$ cat src/rtl/uart_tx_arbiter.sv
// uart_tx_arbiter: round-robin arbiter in front of a single UART transmitter.
// One requester is granted while the line is idle. Its byte is latched in
// the grant cycle and sent as start bit, DATA_BITS payload bits (LSB first)
// and a stop bit, each lasting CLKS_PER_BIT clocks.
module uart_tx_arbiter #(
  parameter int NUM_REQ      = 4,
  parameter int CLKS_PER_BIT = 16,
  parameter int DATA_BITS    = 8
) (
  input  logic                           clk,
  input  logic                           rst,
  input  logic [NUM_REQ-1:0]             req,
  input  logic [NUM_REQ*DATA_BITS-1:0]   data,
  output logic [NUM_REQ-1:0]             gnt,
  output logic [$clog2(NUM_REQ)-1:0]     owner,
  output logic                           busy,
  output logic                           tx
);

  localparam int IDX_W = $clog2(NUM_REQ);
  localparam int CNT_W = $clog2(CLKS_PER_BIT);
  localparam int BIT_W = (DATA_BITS > 1) ? $clog2(DATA_BITS) : 1;

  localparam logic [1:0] S_IDLE  = 2'd0;
  localparam logic [1:0] S_START = 2'd1;
  localparam logic [1:0] S_DATA  = 2'd2;
  localparam logic [1:0] S_STOP  = 2'd3;

  localparam logic [CNT_W-1:0] BAUD_LAST = CNT_W'(CLKS_PER_BIT - 1);
  localparam logic [BIT_W-1:0] BIT_LAST  = BIT_W'(DATA_BITS - 1);
  localparam logic [IDX_W-1:0] IDX_LAST  = IDX_W'(NUM_REQ - 1);

  logic [1:0]           state_q,   state_d;
  logic [CNT_W-1:0]     baud_q,    baud_d;
  logic [BIT_W-1:0]     bit_q,     bit_d;
  logic [IDX_W-1:0]     ptr_q,     ptr_d;
  logic [IDX_W-1:0]     owner_q,   owner_d;
  logic [DATA_BITS-1:0] payload_q, payload_d;
  logic                 tx_q,      tx_d;

  logic                 win_any;
  logic [IDX_W-1:0]     win_idx;
  logic [DATA_BITS-1:0] win_data;
  logic                 baud_wrap;

  assign baud_wrap = (baud_q == BAUD_LAST);

  // Round-robin search: start at ptr_q, wrap modulo NUM_REQ, first set req wins.
  always_comb begin
    int j;
    // NOTE: every variable written here gets a default before any branch so
    // no path leaves it unassigned, which would otherwise infer a latch.
    j        = 0;
    win_any  = 1'b0;
    win_idx  = '0;
    win_data = '0;
    for (int k = 0; k < NUM_REQ; k++) begin
      j = int'(ptr_q) + k;
      if (j >= NUM_REQ) j = j - NUM_REQ;
      if (!win_any && req[j]) begin
        win_any  = 1'b1;
        win_idx  = IDX_W'(j);
        win_data = data[j*DATA_BITS +: DATA_BITS];
      end
    end
  end

  // Frame sequencer: grant in IDLE, then time START, DATA bits and STOP.
  always_comb begin
    state_d   = state_q;
    baud_d    = baud_q;
    bit_d     = bit_q;
    ptr_d     = ptr_q;
    owner_d   = owner_q;
    payload_d = payload_q;
    gnt       = '0;
    case (state_q)
      S_IDLE: begin
        baud_d = '0;
        bit_d  = '0;
        if (win_any) begin
          gnt[win_idx] = 1'b1;
          owner_d      = win_idx;
          payload_d    = win_data;
          ptr_d        = (win_idx == IDX_LAST) ? '0 : win_idx + IDX_W'(1);
          state_d      = S_START;
        end
      end
      S_START: begin
        if (baud_wrap) begin
          baud_d  = '0;
          bit_d   = '0;
          state_d = S_DATA;
        end else begin
          baud_d = baud_q + CNT_W'(1);
        end
      end
      S_DATA: begin
        if (baud_wrap) begin
          baud_d = '0;
          if (bit_q == BIT_LAST) begin
            bit_d   = '0;
            state_d = S_STOP;
          end else begin
            bit_d = bit_q + BIT_W'(1);
          end
        end else begin
          baud_d = baud_q + CNT_W'(1);
        end
      end
      S_STOP: begin
        if (baud_wrap) begin
          baud_d  = '0;
          state_d = S_IDLE;
        end else begin
          baud_d = baud_q + CNT_W'(1);
        end
      end
      default: state_d = S_IDLE;
    endcase
    // A grant would be discarded by the reset edge, so never show one.
    if (rst) gnt = '0;
  end

  // Line level for the coming cycle, derived from the next state so tx is
  // registered yet aligned with the state it belongs to.
  always_comb begin
    case (state_d)
      S_START: tx_d = 1'b0;
      S_DATA:  tx_d = payload_d[bit_d];
      default: tx_d = 1'b1;
    endcase
  end

  // Control state with synchronous active-high reset; reset aborts any frame.
  always_ff @(posedge clk) begin
    // NOTE: sequential state uses non-blocking assignments so every register
    // samples the pre-edge values; blocking writes here would race readers.
    if (rst) begin
      state_q <= S_IDLE;
      baud_q  <= '0;
      bit_q   <= '0;
      ptr_q   <= '0;
      owner_q <= '0;
      tx_q    <= 1'b1;
    end else begin
      state_q <= state_d;
      baud_q  <= baud_d;
      bit_q   <= bit_d;
      ptr_q   <= ptr_d;
      owner_q <= owner_d;
      tx_q    <= tx_d;
    end
  end

  // Payload holding register, loaded only in a grant cycle.
  always_ff @(posedge clk) begin
    // NOTE: payload is deliberately not reset; it is always written by a
    // grant before tx ever reads it, so a reset would only cost routing.
    payload_q <= payload_d;
  end

  assign owner = owner_q;
  assign busy  = (state_q != S_IDLE);
  assign tx    = tx_q;

endmodule

$ cat config.mk
export PLATFORM = sky130hd
export DESIGN_NAME = uart_tx_arbiter
export DESIGN_NICKNAME = d
export VERILOG_FILES = /design/src/rtl/uart_tx_arbiter.sv
export SDC_FILE = /design/constraint.sdc
export NUM_CORES = 1
export LEC_CHECK = 0
export ABC_AREA = 1
export BUFFER_PORTS_ARGS = -buffer_cell sky130_fd_sc_hd__buf_4
export CELL_PAD_IN_SITES_DETAIL_PLACEMENT = 1
export CELL_PAD_IN_SITES_GLOBAL_PLACEMENT = 2
export CORE_MARGIN = 2
export CORE_UTILIZATION = 28
export CTS_BUF_LIST = sky130_fd_sc_hd__clkbuf_8
export DETAILED_ROUTE_END_ITERATION = 16
export GPL_ROUTABILITY_DRIVEN = 0
export PLACE_DENSITY_LB_ADDON = 0.2
export RECOVER_POWER = 25
export SETUP_SLACK_MARGIN = 0.3
export SYNTH_ARGS = -nofsm -noshare
export SYNTH_HDL_FRONTEND = slang
export SYNTH_SLANG_ARGS = --single-unit
export TNS_END_PERCENT = 5
$ cat constraint.sdc
create_clock -name clk -period 4.1 [get_ports clk]
set_input_delay 0.41 -clock clk [delete_from_list [all_inputs] [get_ports clk]]
set_output_delay 0.41 -clock clk [all_outputs]
set_load 0.02 [all_outputs]
==> key figures <==
Timing
  • Final Hold Viols: 0
  • Worst-margin pin slew: 725 ps
  • Max frequency: 296 MHz
  • Endpoints failing setup: 0
  • Max_slew headroom: 51.5%
  • Period utilisation layout: 82.4%
  • Final Max Tran Viols: 0
  • Post-layout minimum cycle time: 3380 ps
  • Final Skew: 3.64 ps
  • Setup TNS: 0 ps
  • RSZ-0062 raised after global routing: false

Critical path
  • Nature of the critical path endpoint: output pin
  • CP max FO: 30
  • Arrival time at the worst endpoint: 2970 ps
  • Critical Path Start Type: flop
  • CP Class: reg -> out
  • CP Data Required Time: 3690 ps

Detailed routing
  • Avg WL per Cell: 12.8 um
  • Drt pass-1 iters: 4
  • Starting DRT DRC Count: 65
  • Post-route antenna net violation count: 0
  • Detailed Route WL: 7.60 mm
  • # DRC: 0
  • Via Count: 2,823
  • Drt via density: 4.75

GRT
  • Grt peak-use layer: met2
  • Grt ovf: 0
  • First-pass GRT wire length: 13.5 mm
  • Met3 Track Usage GR: 2.02%
  • Initial antenna violation count: 0
  • Largest net degree at the start of global routing: 52
  • GRT met1 Usage: 24.0%
  • Global Route Usage Sum: 16.7%
  • Vias in the first global route: 2,757
  • Met2 usage: 28.3%

Synthesis
  • Asr flop ratio synth: 0%
  • Distinct cell type count after synthesis: 37
  • Main synth FF type: dfxtp_1
  • Synthesized area: 0.00242 mm^2
  • Sequential-to-total area share from yosys stat: 18.2%
  • Syn Nets: 500
  • Post-synth EDFFs: 0
  • Syn Area/Cell: 5.35 um^2
  • Yosys warns: 0
  • Syn Inst Count: 452
  • Flop and latch count out of synthesis: 22

Floorplanning
  • Die area: 0.00940 mm^2
  • Row cnt: 33
  • Die Y: 96.9 um
  • DIE WIDTH: 96.9 um
  • Core box area: 0.00830 mm^2
  • Initial Utilization: 29.1%
  • Ports: 46

Power
  • Power density cells: 724 mW/mm^2
  • Peak VDD IR: 0.000402 V
  • Pleak: 1.55 nW

Clocking
  • Clk sinks: 22
  • Clock Pin Slew Worst Setup and Hold Paths: 80 ps
  • TritonCTS buffer count: 3
  • H-tree levels: 1
  • CTS max path bufs: 2
  • CTS root buf: clkbuf_8
  • CTS tree: done
  • Clk Latency, worst-skew pair: 260 ps
  • Hold_buf cts: 0

Finish
  • Multi-input gate area: 0.00161 mm^2
  • Nets@finish: 538
  • Sequential Area: 440 um^2
  • Commonest cells after routing, fill and taps aside: 154 x nand2_1, 67 x inv_1, 47 x nand3_1, 47 x o21ai_0, 47 x buf_4
  • Commonest non-fill, non-tap cell in the layout: nand2_1
  • Layout cell share with drive strength beyond 1: 13.5%
  • FILL cells: 1,169
  • Core Util, Final: 34.7%
  • # diodes: 0
  • Layout area overhead: 19.0%

Worst hold path
  • Class of the worst hold path: in -> reg

Status
  • Status: finished clean

Place
  • Port buffer count: 45
  • HPWL Detailed: 6.09 mm

Run
  • Max-cap violation count: 0
cell type report:
cell class,instances,area share [%]
repair buffers,51,13.0
well taps,105,4.56
flip-flops and latches,22,15.3
clock buffers,4,1.91
inverters,71,9.26
multi-input cells,341,55.9
final timing paths:
check            start         to  slack (ps)  cells after the start
min reg2reg  baud_q[0]  baud_q[0]         450                      1
max           ptr_q[0]     gnt[1]         720                     15
max reg2reg   ptr_q[0]   ptr_q[1]        1260                     14
min                rst   owner[0]         380                      2
cells in the mapped netlist, types with 3 or more instances:
| cell type | n | area [um^2] |
|---|---|---|
| o21ai_0 | 47 | 235 |
| a21oi_1 | 7 | 35.0 |
| buf_4 | 5 | 37.5 |
| nand4_1 | 3 | 18.8 |
| dfxtp_1 | 22 | 440 |
| o21ai_1 | 4 | 20.0 |
| inv_2 | 3 | 11.3 |
| nand2_1 | 154 | 578 |
| nand3_1 | 47 | 235 |
| buf_2 | 6 | 30.0 |
| inv_1 | 67 | 251 |
| clkbuf_1 | 4 | 15.0 |
| nor2_1 | 42 | 158 |
| nand2_2 | 3 | 18.8 |
| ha_1 | 10 | 125 |
registers in the layout, indices dropped and copies added, names as in the netlist:
signal and flops:
owner 2, payload_q 8, tx 1, state_q 2
bit_q 3, baud_q 4, ptr_q 2
repair_timing:
item / in CTS / in global routing
resized for setup: 0 / 1
endpoints found under the setup margin: 0 / 3
setup buffers: 0 / 0
per-stage QoR:
stage	worst slack, ps	std cells	hold slack (ps)	instance area (um^2)	total power [mW]
2_1_floorplan	965	452	418	2420	1.51
3_3_place_gp	1010	590	428	2830	1.92
3_5_place_dp	868	590	441	2830	1.95
4_1_cts	562	594	385	2890	2.12
5_1_grt	383	594	387	2880	2.37
6_report	723	594	383	2880	2.08
report_power, final:
group	leakage, nW	switching (mW)	total, mW	internal (mW)
Combinational	1.34	1.10	1.62	0.517
Clock	0.0288	0.0716	0.157	0.0856
Sequential	0.182	0.0234	0.306	0.282
cell families after synthesis:
family                     after synthesis  share of synthesized area (%)
AOI/OAI and AO/OA                       68                           14.9
xor gates and xnor gates                 2                          0.724
adders and majority gates               10                           5.17
buffers and inverters                   89                           15.2
DFF                                     22                           18.2
and+or+nand+nor                        261                           45.8
worst max-delay path: stages (launching register included):
cell and delay [ps]:
dfxtp_1 330, inv_2 60, buf_4 300, nand2_1 90
nand3_1 110, nand2_1 290, inv_1 210, nand2_1 80
nor2_2 240, nand2_1 120, a31oi_1 280, inv_1 130
ha_1 200, inv_1 60, nor2_1 40, buf_4 150
per-layer routing:
layer	wire length, um	up-vias
li1	-	1488
met1	3850	1295
met2	3480	40
met3	267	0
met4	0	0
met5	0	-
Power figures use the tool's default switching activity.
